$ cat config.mk
export PLATFORM = sky130hd
export DESIGN_NAME = image_uart_tx
export DESIGN_NICKNAME = d
export VERILOG_FILES = /design/src/rtl/image_io_pkg.sv /design/src/rtl/uart_tx_serializer.sv /design/src/rtl/image_uart_tx.sv
export SDC_FILE = /design/constraint.sdc
export NUM_CORES = 1
export LEC_CHECK = 0
export ABC_AREA = 1
export BUFFER_PORTS_ARGS = -buffer_cell sky130_fd_sc_hd__clkbuf_2
export CAP_MARGIN = 30
export CORE_ASPECT_RATIO = 0.6
export CORE_MARGIN = 2
export CORE_UTILIZATION = 30
export CTS_CLUSTER_DIAMETER = 60
export DETAILED_ROUTE_END_ITERATION = 7
export GPL_TIMING_DRIVEN = 0
export PLACE_DENSITY_LB_ADDON = 0.3
export SYNTH_ARGS = -nofsm -noshare
export SYNTH_HDL_FRONTEND = slang
export SYNTH_HIERARCHICAL = 1
export SYNTH_SLANG_ARGS = --single-unit
$ cat constraint.sdc
create_clock -name clk -period 2.3 [get_ports clk]
set_clock_uncertainty 0.1 [all_clocks]
set_input_delay 0.46 -clock clk [delete_from_list [all_inputs] [get_ports clk]]
set_output_delay 0.46 -clock clk [all_outputs]
set_load 0.01 [all_outputs]
$ cat src/rtl/image_io_pkg.sv
`default_nettype none
// ============================================================================
// Module      : image_io_pkg
// Description : Shared types and constants for the image UART transmitter.
//               Holds the state encoding, the image size, and the UART
//               frame-length constants.
// Macro       : TX_PARITY_EN - adds an even-parity bit to each UART frame,
//               making an 11-bit frame instead of 10.
// Revision    : 1.0 - initial release
// ============================================================================
package image_io_pkg;

  // Bytes in one image frame (28 x 28 grey-scale).
  localparam int IMAGE_BYTES    = 784;

  localparam int UART_DATA_BITS = 8;
`ifdef TX_PARITY_EN
  localparam int UART_PARITY_BITS = 1;
`else
  localparam int UART_PARITY_BITS = 0;
`endif
  // Bit periods per character: start + data + optional parity + stop.
  localparam int UART_FRAME_BITS = 1 + UART_DATA_BITS + UART_PARITY_BITS + 1;

  typedef enum logic [2:0] {
    ST_IDLE       = 3'd0,
    ST_FETCH      = 3'd1,
    ST_WAIT_DATA  = 3'd2,
    ST_START_BIT  = 3'd3,
    ST_DATA_BITS  = 3'd4,
    ST_PARITY_BIT = 3'd5,
    ST_STOP_BIT   = 3'd6,
    ST_FINISH     = 3'd7
  } state_e;

endpackage
`default_nettype wire

$ cat src/rtl/uart_tx_serializer.sv
`default_nettype none
// ============================================================================
// Module      : uart_tx_serializer
// Description : Serializes one byte onto a UART line: start bit, 8 data bits
//               LSB first, optional even-parity bit, stop bit. Every bit lasts
//               exactly CLKS_PER_BIT clock cycles.
// Ports       : clk      - clock, rising edge
//               reset    - asynchronous active-high reset
//               load_i   - accept byte_i (honoured only while ready_o = 1)
//               byte_i   - byte to send
//               ready_o  - serializer idle, can take a new byte
//               sent_o   - high during the final cycle of the stop bit
//               tx_o     - serial line, idle high
// Macro       : TX_PARITY_EN - enables the parity bit.
// Revision    : 1.0 - initial release
// ============================================================================
module uart_tx_serializer
  import image_io_pkg::*;
#(
  parameter int CLKS_PER_BIT = 4
) (
  input  logic       clk,
  input  logic       reset,
  input  logic       load_i,
  input  logic [7:0] byte_i,
  output logic       ready_o,
  output logic       sent_o,
  output logic       tx_o
);

  // A one-cycle bit still needs a 1-bit counter to keep the vectors legal.
  localparam int              CNT_W    = (CLKS_PER_BIT > 1) ? $clog2(CLKS_PER_BIT) : 1;
  localparam logic [CNT_W-1:0] BIT_LAST = CNT_W'(CLKS_PER_BIT - 1);

  state_e           state_q, state_d;
  logic [CNT_W-1:0] bit_cnt_q, bit_cnt_d;
  logic [2:0]       idx_q, idx_d;
  logic [7:0]       shift_q, shift_d;
  logic             w_bit_end;
`ifdef TX_PARITY_EN
  logic             parity_q, parity_d;
`endif

  assign w_bit_end = (bit_cnt_q == BIT_LAST);

  // State and datapath registers.
  always_ff @(posedge clk or posedge reset) begin
    if (reset) begin
      state_q   <= ST_IDLE;
      bit_cnt_q <= '0;
      idx_q     <= '0;
      shift_q   <= '0;
`ifdef TX_PARITY_EN
      parity_q  <= 1'b0;
`endif
    end else begin
      state_q   <= state_d;
      bit_cnt_q <= bit_cnt_d;
      idx_q     <= idx_d;
      shift_q   <= shift_d;
`ifdef TX_PARITY_EN
      parity_q  <= parity_d;
`endif
    end
  end

  // Next-state logic.
  always_comb begin
    state_d   = state_q;
    bit_cnt_d = '0;
    idx_d     = idx_q;
    shift_d   = shift_q;
`ifdef TX_PARITY_EN
    parity_d  = parity_q;
`endif
    // The bit-period counter free-runs in every bit state and wraps at the
    // end of each bit, so all bit states share one timing source.
    if (state_q != ST_IDLE) begin
      bit_cnt_d = w_bit_end ? '0 : bit_cnt_q + 1'b1;
    end

    case (state_q)
      ST_IDLE: begin
        if (load_i) begin
          state_d = ST_START_BIT;
          shift_d = byte_i;
          idx_d   = '0;
`ifdef TX_PARITY_EN
          parity_d = ^byte_i;
`endif
        end
      end
      ST_START_BIT: begin
        if (w_bit_end) state_d = ST_DATA_BITS;
      end
      ST_DATA_BITS: begin
        if (w_bit_end) begin
          // Right shift keeps the bit on the wire at shift_q[0].
          shift_d = shift_q >> 1;
          idx_d   = idx_q + 3'd1;
          if (idx_q == 3'd7) begin
`ifdef TX_PARITY_EN
            state_d = ST_PARITY_BIT;
`else
            state_d = ST_STOP_BIT;
`endif
          end
        end
      end
`ifdef TX_PARITY_EN
      ST_PARITY_BIT: begin
        if (w_bit_end) state_d = ST_STOP_BIT;
      end
`endif
      ST_STOP_BIT: begin
        if (w_bit_end) state_d = ST_IDLE;
      end
      default: state_d = ST_IDLE;
    endcase
  end

  // Output decode.
  always_comb begin
    tx_o    = 1'b1;
    ready_o = 1'b0;
    sent_o  = 1'b0;
    case (state_q)
      ST_IDLE:       ready_o = 1'b1;
      ST_START_BIT:  tx_o    = 1'b0;
      ST_DATA_BITS:  tx_o    = shift_q[0];
`ifdef TX_PARITY_EN
      ST_PARITY_BIT: tx_o    = parity_q;
`endif
      ST_STOP_BIT:   sent_o  = w_bit_end;
      default:       tx_o    = 1'b1;
    endcase
  end

endmodule
`default_nettype wire

$ cat src/rtl/image_uart_tx.sv
`default_nettype none
// ============================================================================
// Module      : image_uart_tx
// Description : Streams an image buffer out over a UART. On start it reads
//               NUM_BYTES bytes, one at a time, from an external buffer with
//               an rd_req / rd_valid handshake of arbitrary latency, and hands
//               each byte to the serializer.
// Ports       : clk      - clock, rising edge
//               reset    - asynchronous active-high reset
//               start    - begin one image (ignored while busy)
//               rd_req   - one-cycle read strobe to the buffer
//               rd_addr  - byte address, valid with rd_req and held after
//               rd_data  - buffer read data, qualified by rd_valid
//               rd_valid - one-cycle data strobe, >= 1 cycle after rd_req
//               tx       - UART line, idle high
//               busy     - image in progress
//               done     - one-cycle pulse after the last stop bit
// Macro       : TX_PARITY_EN - adds an even-parity bit to every character.
// Revision    : 1.0 - initial release
// ============================================================================
module image_uart_tx
  import image_io_pkg::*;
#(
  parameter int CLKS_PER_BIT = 4,
  parameter int NUM_BYTES    = IMAGE_BYTES
) (
  input  logic        clk,
  input  logic        reset,
  input  logic        start,
  output logic        rd_req,
  output logic [15:0] rd_addr,
  input  logic [7:0]  rd_data,
  input  logic        rd_valid,
  output logic        tx,
  output logic        busy,
  output logic        done
);

  localparam logic [15:0] LAST_ADDR = 16'(NUM_BYTES - 1);

  // The sequencer uses ST_START_BIT as its "character on the wire" state;
  // the serializer walks the individual bit states underneath it.
  state_e      state_q, state_d;
  logic [15:0] byte_cnt_q, byte_cnt_d;
  logic        w_ser_load;
  logic        w_ser_ready;
  logic        w_ser_sent;

  uart_tx_serializer #(
    .CLKS_PER_BIT (CLKS_PER_BIT)
  ) u_serializer (
    .clk     (clk),
    .reset   (reset),
    .load_i  (w_ser_load),
    .byte_i  (rd_data),
    .ready_o (w_ser_ready),
    .sent_o  (w_ser_sent),
    .tx_o    (tx)
  );

  // State and byte counter registers.
  always_ff @(posedge clk or posedge reset) begin
    if (reset) begin
      state_q    <= ST_IDLE;
      byte_cnt_q <= '0;
    end else begin
      state_q    <= state_d;
      byte_cnt_q <= byte_cnt_d;
    end
  end

  // Next-state logic.
  always_comb begin
    state_d    = state_q;
    byte_cnt_d = byte_cnt_q;
    case (state_q)
      ST_IDLE: begin
        if (start) begin
          byte_cnt_d = '0;
          state_d    = ST_FETCH;
        end
      end
      ST_FETCH: state_d = ST_WAIT_DATA;
      ST_WAIT_DATA: begin
        if (rd_valid && w_ser_ready) state_d = ST_START_BIT;
      end
      ST_START_BIT: begin
        if (w_ser_sent) begin
          // The counter stops at the last address so rd_addr never runs
          // past the end of the buffer.
          if (byte_cnt_q < LAST_ADDR) begin
            byte_cnt_d = byte_cnt_q + 16'd1;
            state_d    = ST_FETCH;
          end else begin
            state_d    = ST_FINISH;
          end
        end
      end
      ST_FINISH: state_d = ST_IDLE;
      default:   state_d = ST_IDLE;
    endcase
  end

  // Output decode.
  always_comb begin
    rd_req     = 1'b0;
    busy       = 1'b0;
    done       = 1'b0;
    w_ser_load = 1'b0;
    case (state_q)
      ST_FETCH: begin
        rd_req = 1'b1;
        busy   = 1'b1;
      end
      ST_WAIT_DATA: begin
        busy       = 1'b1;
        w_ser_load = rd_valid;
      end
      ST_START_BIT: busy = 1'b1;
      ST_FINISH:    done = 1'b1;
      default:      busy = 1'b0;
    endcase
  end

  assign rd_addr = byte_cnt_q;

endmodule
`default_nettype wire

==> results.py <==
metrics = {
    "synth": {
        "synth_top_cells_by_count": "108 x nand2_1, 35 x dfrtp_1, 29 x inv_1, 26 x nor2_1, 23 x nand3_1",
        "seq_area_frac_synth_pct": 44.2,
        "synth-async-reset-ratio_pct": 100,
        "ys_warn_count": 6,
        "syn_area_per_cell_um2": 7.32,
        "synth_top_area_share_pct": 44.2,
        "synth_edf_count": 0,
        "ys_types": 28,
        "yosysTopAreaCell": "dfrtp_1",
        "syn_area_um2": 1980,
        "synth_most_common_cell": "nand2_1",
        "ys_ff_latch": 35,
        "syn_nets": 288,
        "synth_cells": 271,
        "synthTopCellsByArea": "dfrtp_1 44%, nand2_1 20%, nand3_1 5.8%",
        "yosys_most_used_dff": "dfrtp_1",
    },
    "power_and_ir_drop": {
        "p_comb_share_pct": 46.9,
        "p_leak_nw": 1.30,
        "clkPwrFrac_pct": 17.9,
        "switching_share_pct": 45.5,
        "power.switching_mw": 1.12,
        "p_int_mw": 1.34,
        "power.density_nw_per_um2": 1050,
        "peakVddDrop_v": 0.000337,
        "seqPwrFrac_pct": 35.2,
        "power_mw": 2.46,
    },
    "die": {
        "dieArea_um2": 7300,
        "ios": 32,
        "rows": 22,
        "coreArea_um2": 6250,
        "start_util_pct": 31.7,
        "die_x_um": 109,
        "dieHeight_um": 67.0,
    },
    "sta": {
        "tightest_slew_ns": 0.756,
        "worst_slack_ns": 0.298,
        "rsz0062_at_grt": "no",
        "relSlewSlack_pct": 49.6,
        "slew_violations": 0,
        "finalHoldViolCount": 0,
        "hold_slack_ns": 0.128,
        "fin_crit_ns": 2.00,
        "fin_tns_setup_ns": 0,
        "finalSetupViolCount": 0,
        "finalCritPeriodShare_pct": 87.0,
        "clock.fmax_mhz": 499,
    },
    "route": {
        "routed_wl_um": 4410,
        "drtIter0Drc": 119,
        "ant_nets": 0,
        "wl_per_cell_um": 11.2,
        "viasPerCell": 4.39,
        "via_count": 1729,
        "dr.pass1.iters": 4,
        "drcViolationCount": 0,
    },
    "layout": {
        "finalNetCount": 326,
        "syn_to_final_growth_pct": 17.4,
        "design_area_um2": 2330,
        "diodes": 0,
        "final_util_pct": 37.3,
        "fin_cells": 394,
        "drive_gt1_share_pct": 19.0,
    },
    "clock_tree": {
        "clk_latency_ns": 0.28,
        "numCtsBuffers": 5,
        "cts.htree.levels": 2,
        "cts.sinks": 35,
        "clkTransAtPathRegs_ns": 0.08,
        "root_buffer": "clkbuf_8",
        "clk_path_buf_depth": 2,
        "cts_resized": 0,
        "ctsHoldBuffers": 0,
        "cts_tree": "yes",
        "postCtsSetupBuffers": 0,
    },
    "place": {
        "place_congestion": 0.856,
        "port_buffers": 31,
        "place_ws_ns": 0.488,
        "placed_cells": 386,
        "post-dp-hpwl_um": 3350,
        "postPlaceCellArea_um2": 2240,
    },
    "worst_setup_path": {
        "arrival_ns": 1.44,
        "start_kind": "flop",
        "reg2reg_depth": 9,
        "end_kind": "output port",
        "ff2ff_setup_slack_ns": 0.49,
        "path_class": "reg2out",
        "worst-path-max-fanout": 9,
        "required_ns": 1.74,
    },
    "global_route": {
        "grt_start_max_net_pins": 20,
        "grt.total_usage_pct": 13.7,
        "grt_pass1_vias": 1583,
        "antenna_found_initial": 0,
        "grt-ovfl-total": 0,
        "grt_pass1_wl_um": 7610,
    },
    "hold_path": {
        "min_path_type": "in2async",
    },
    "flow_run": {
        "maxCapViolCount": 0,
    },
    "outcome": {
        "status": "finished, final reports clean",
    },
}
critical path, stage by stage (launching register included):
cell	delay, ns
dfrtp_1	0.43
nor2_2	0.19
nand2_1	0.11
clkinv_1	0.18
nand2_1	0.07
nand2_1	0.06
clkbuf_2	0.12
cell families (layout without fill, tap and decap cells):
kind of cell,Yosys count,count (layout),share of synthesized area [%]
AO/OA/AOI/OAI,16,16,5.11
buffers and inverters,38,77,8.64
flip-flops,35,35,44.2
adder cells (fa/ha/maj),5,5,3.15
AND/OR/NAND/NOR,176,176,38.5
XOR/XNOR,1,1,0.442
layer usage:
metal | up-vias | share of wire, % | track usage [%]
met3 | 2 | 6.6 | 3.42
met2 | 47 | 37 | 17.2
met5 | - | 0 | 0
li1 | 925 | - | -
met1 | 755 | 56 | 21.8
met4 | 0 | 0.32 | 3.85
flip-flops by register name, indices dropped and copies added (netlist names):
signal	count
rd_addr	16
u_serializer/bit_cnt_q	2
u_serializer/shift_q	8
u_serializer/state_q	3
state_q	3
u_serializer/idx_q	3
power groups by stage:
stage | sequential [mW] | combinational (mW) | clock [mW]
finish | 0.865 | 1.15 | 0.439
global route | 0.881 | 1.31 | 0.487
CTS | 0.863 | 1.16 | 0.450
detailed placement | 0.871 | 1.16 | 0
global placement | 0.871 | 1.14 | 0
floorplan | 0.856 | 0.855 | 0
path summary, 6_finish.rpt:
check / start / end
setup / recovery: u_serializer/state_q[1] / tx
max in group asynchronous: reset / state_q[0]
min in group clk: rd_data[7] / u_serializer/shift_q[7]
hold / removal: reset / u_serializer/idx_q[2]
hold reg to reg: u_serializer/bit_cnt_q[0] / u_serializer/bit_cnt_q[0]
setup reg to reg: u_serializer/bit_cnt_q[0] / rd_addr[1]
layout by cell type, fill, tap and decap left out:
master	synthesis	final
clkinv_2	0	1
nand2_2	4	4
clkbuf_8	0	5
nor4_1	1	1
buf_4	1	1
xor2_1	1	1
ha_1	5	5
nor2_4	1	1
o21ai_1	1	1
inv_4	1	1
clkbuf_2	0	31
nand4_1	4	4
a21boi_0	4	4
inv_1	29	29
inv_2	3	3
nor3_1	3	3
buf_6	3	3
clkinvlp_4	0	1
o21ai_2	1	1
nand2_1	108	108
clkbuf_1	0	1
a21oi_2	2	2
dfrtp_1	35	35
nand3_1	23	23
nor2_2	1	1
nand2_4	2	2
clkinv_1	1	1
or2_4	1	1
nor2_1	26	26
o21ai_0	3	3
nand3_4	1	1
nor3b_1	1	1
a21oi_1	5	5
final cells by class:
| cell class | count | area, µm² |
|---|---|---|
| buffer | 4 | 41.3 |
| clock buffer | 6 | 72.6 |
| clock inverter | 2 | 12.5 |
| fill | 681 | 3920 |
| inverter | 34 | 130 |
| multi-input combinational | 198 | 936 |
| sequential | 35 | 876 |
| tap | 84 | 105 |
| timing repair buffer | 31 | 155 |
Note: power is estimated with default switching activity, not from simulation.
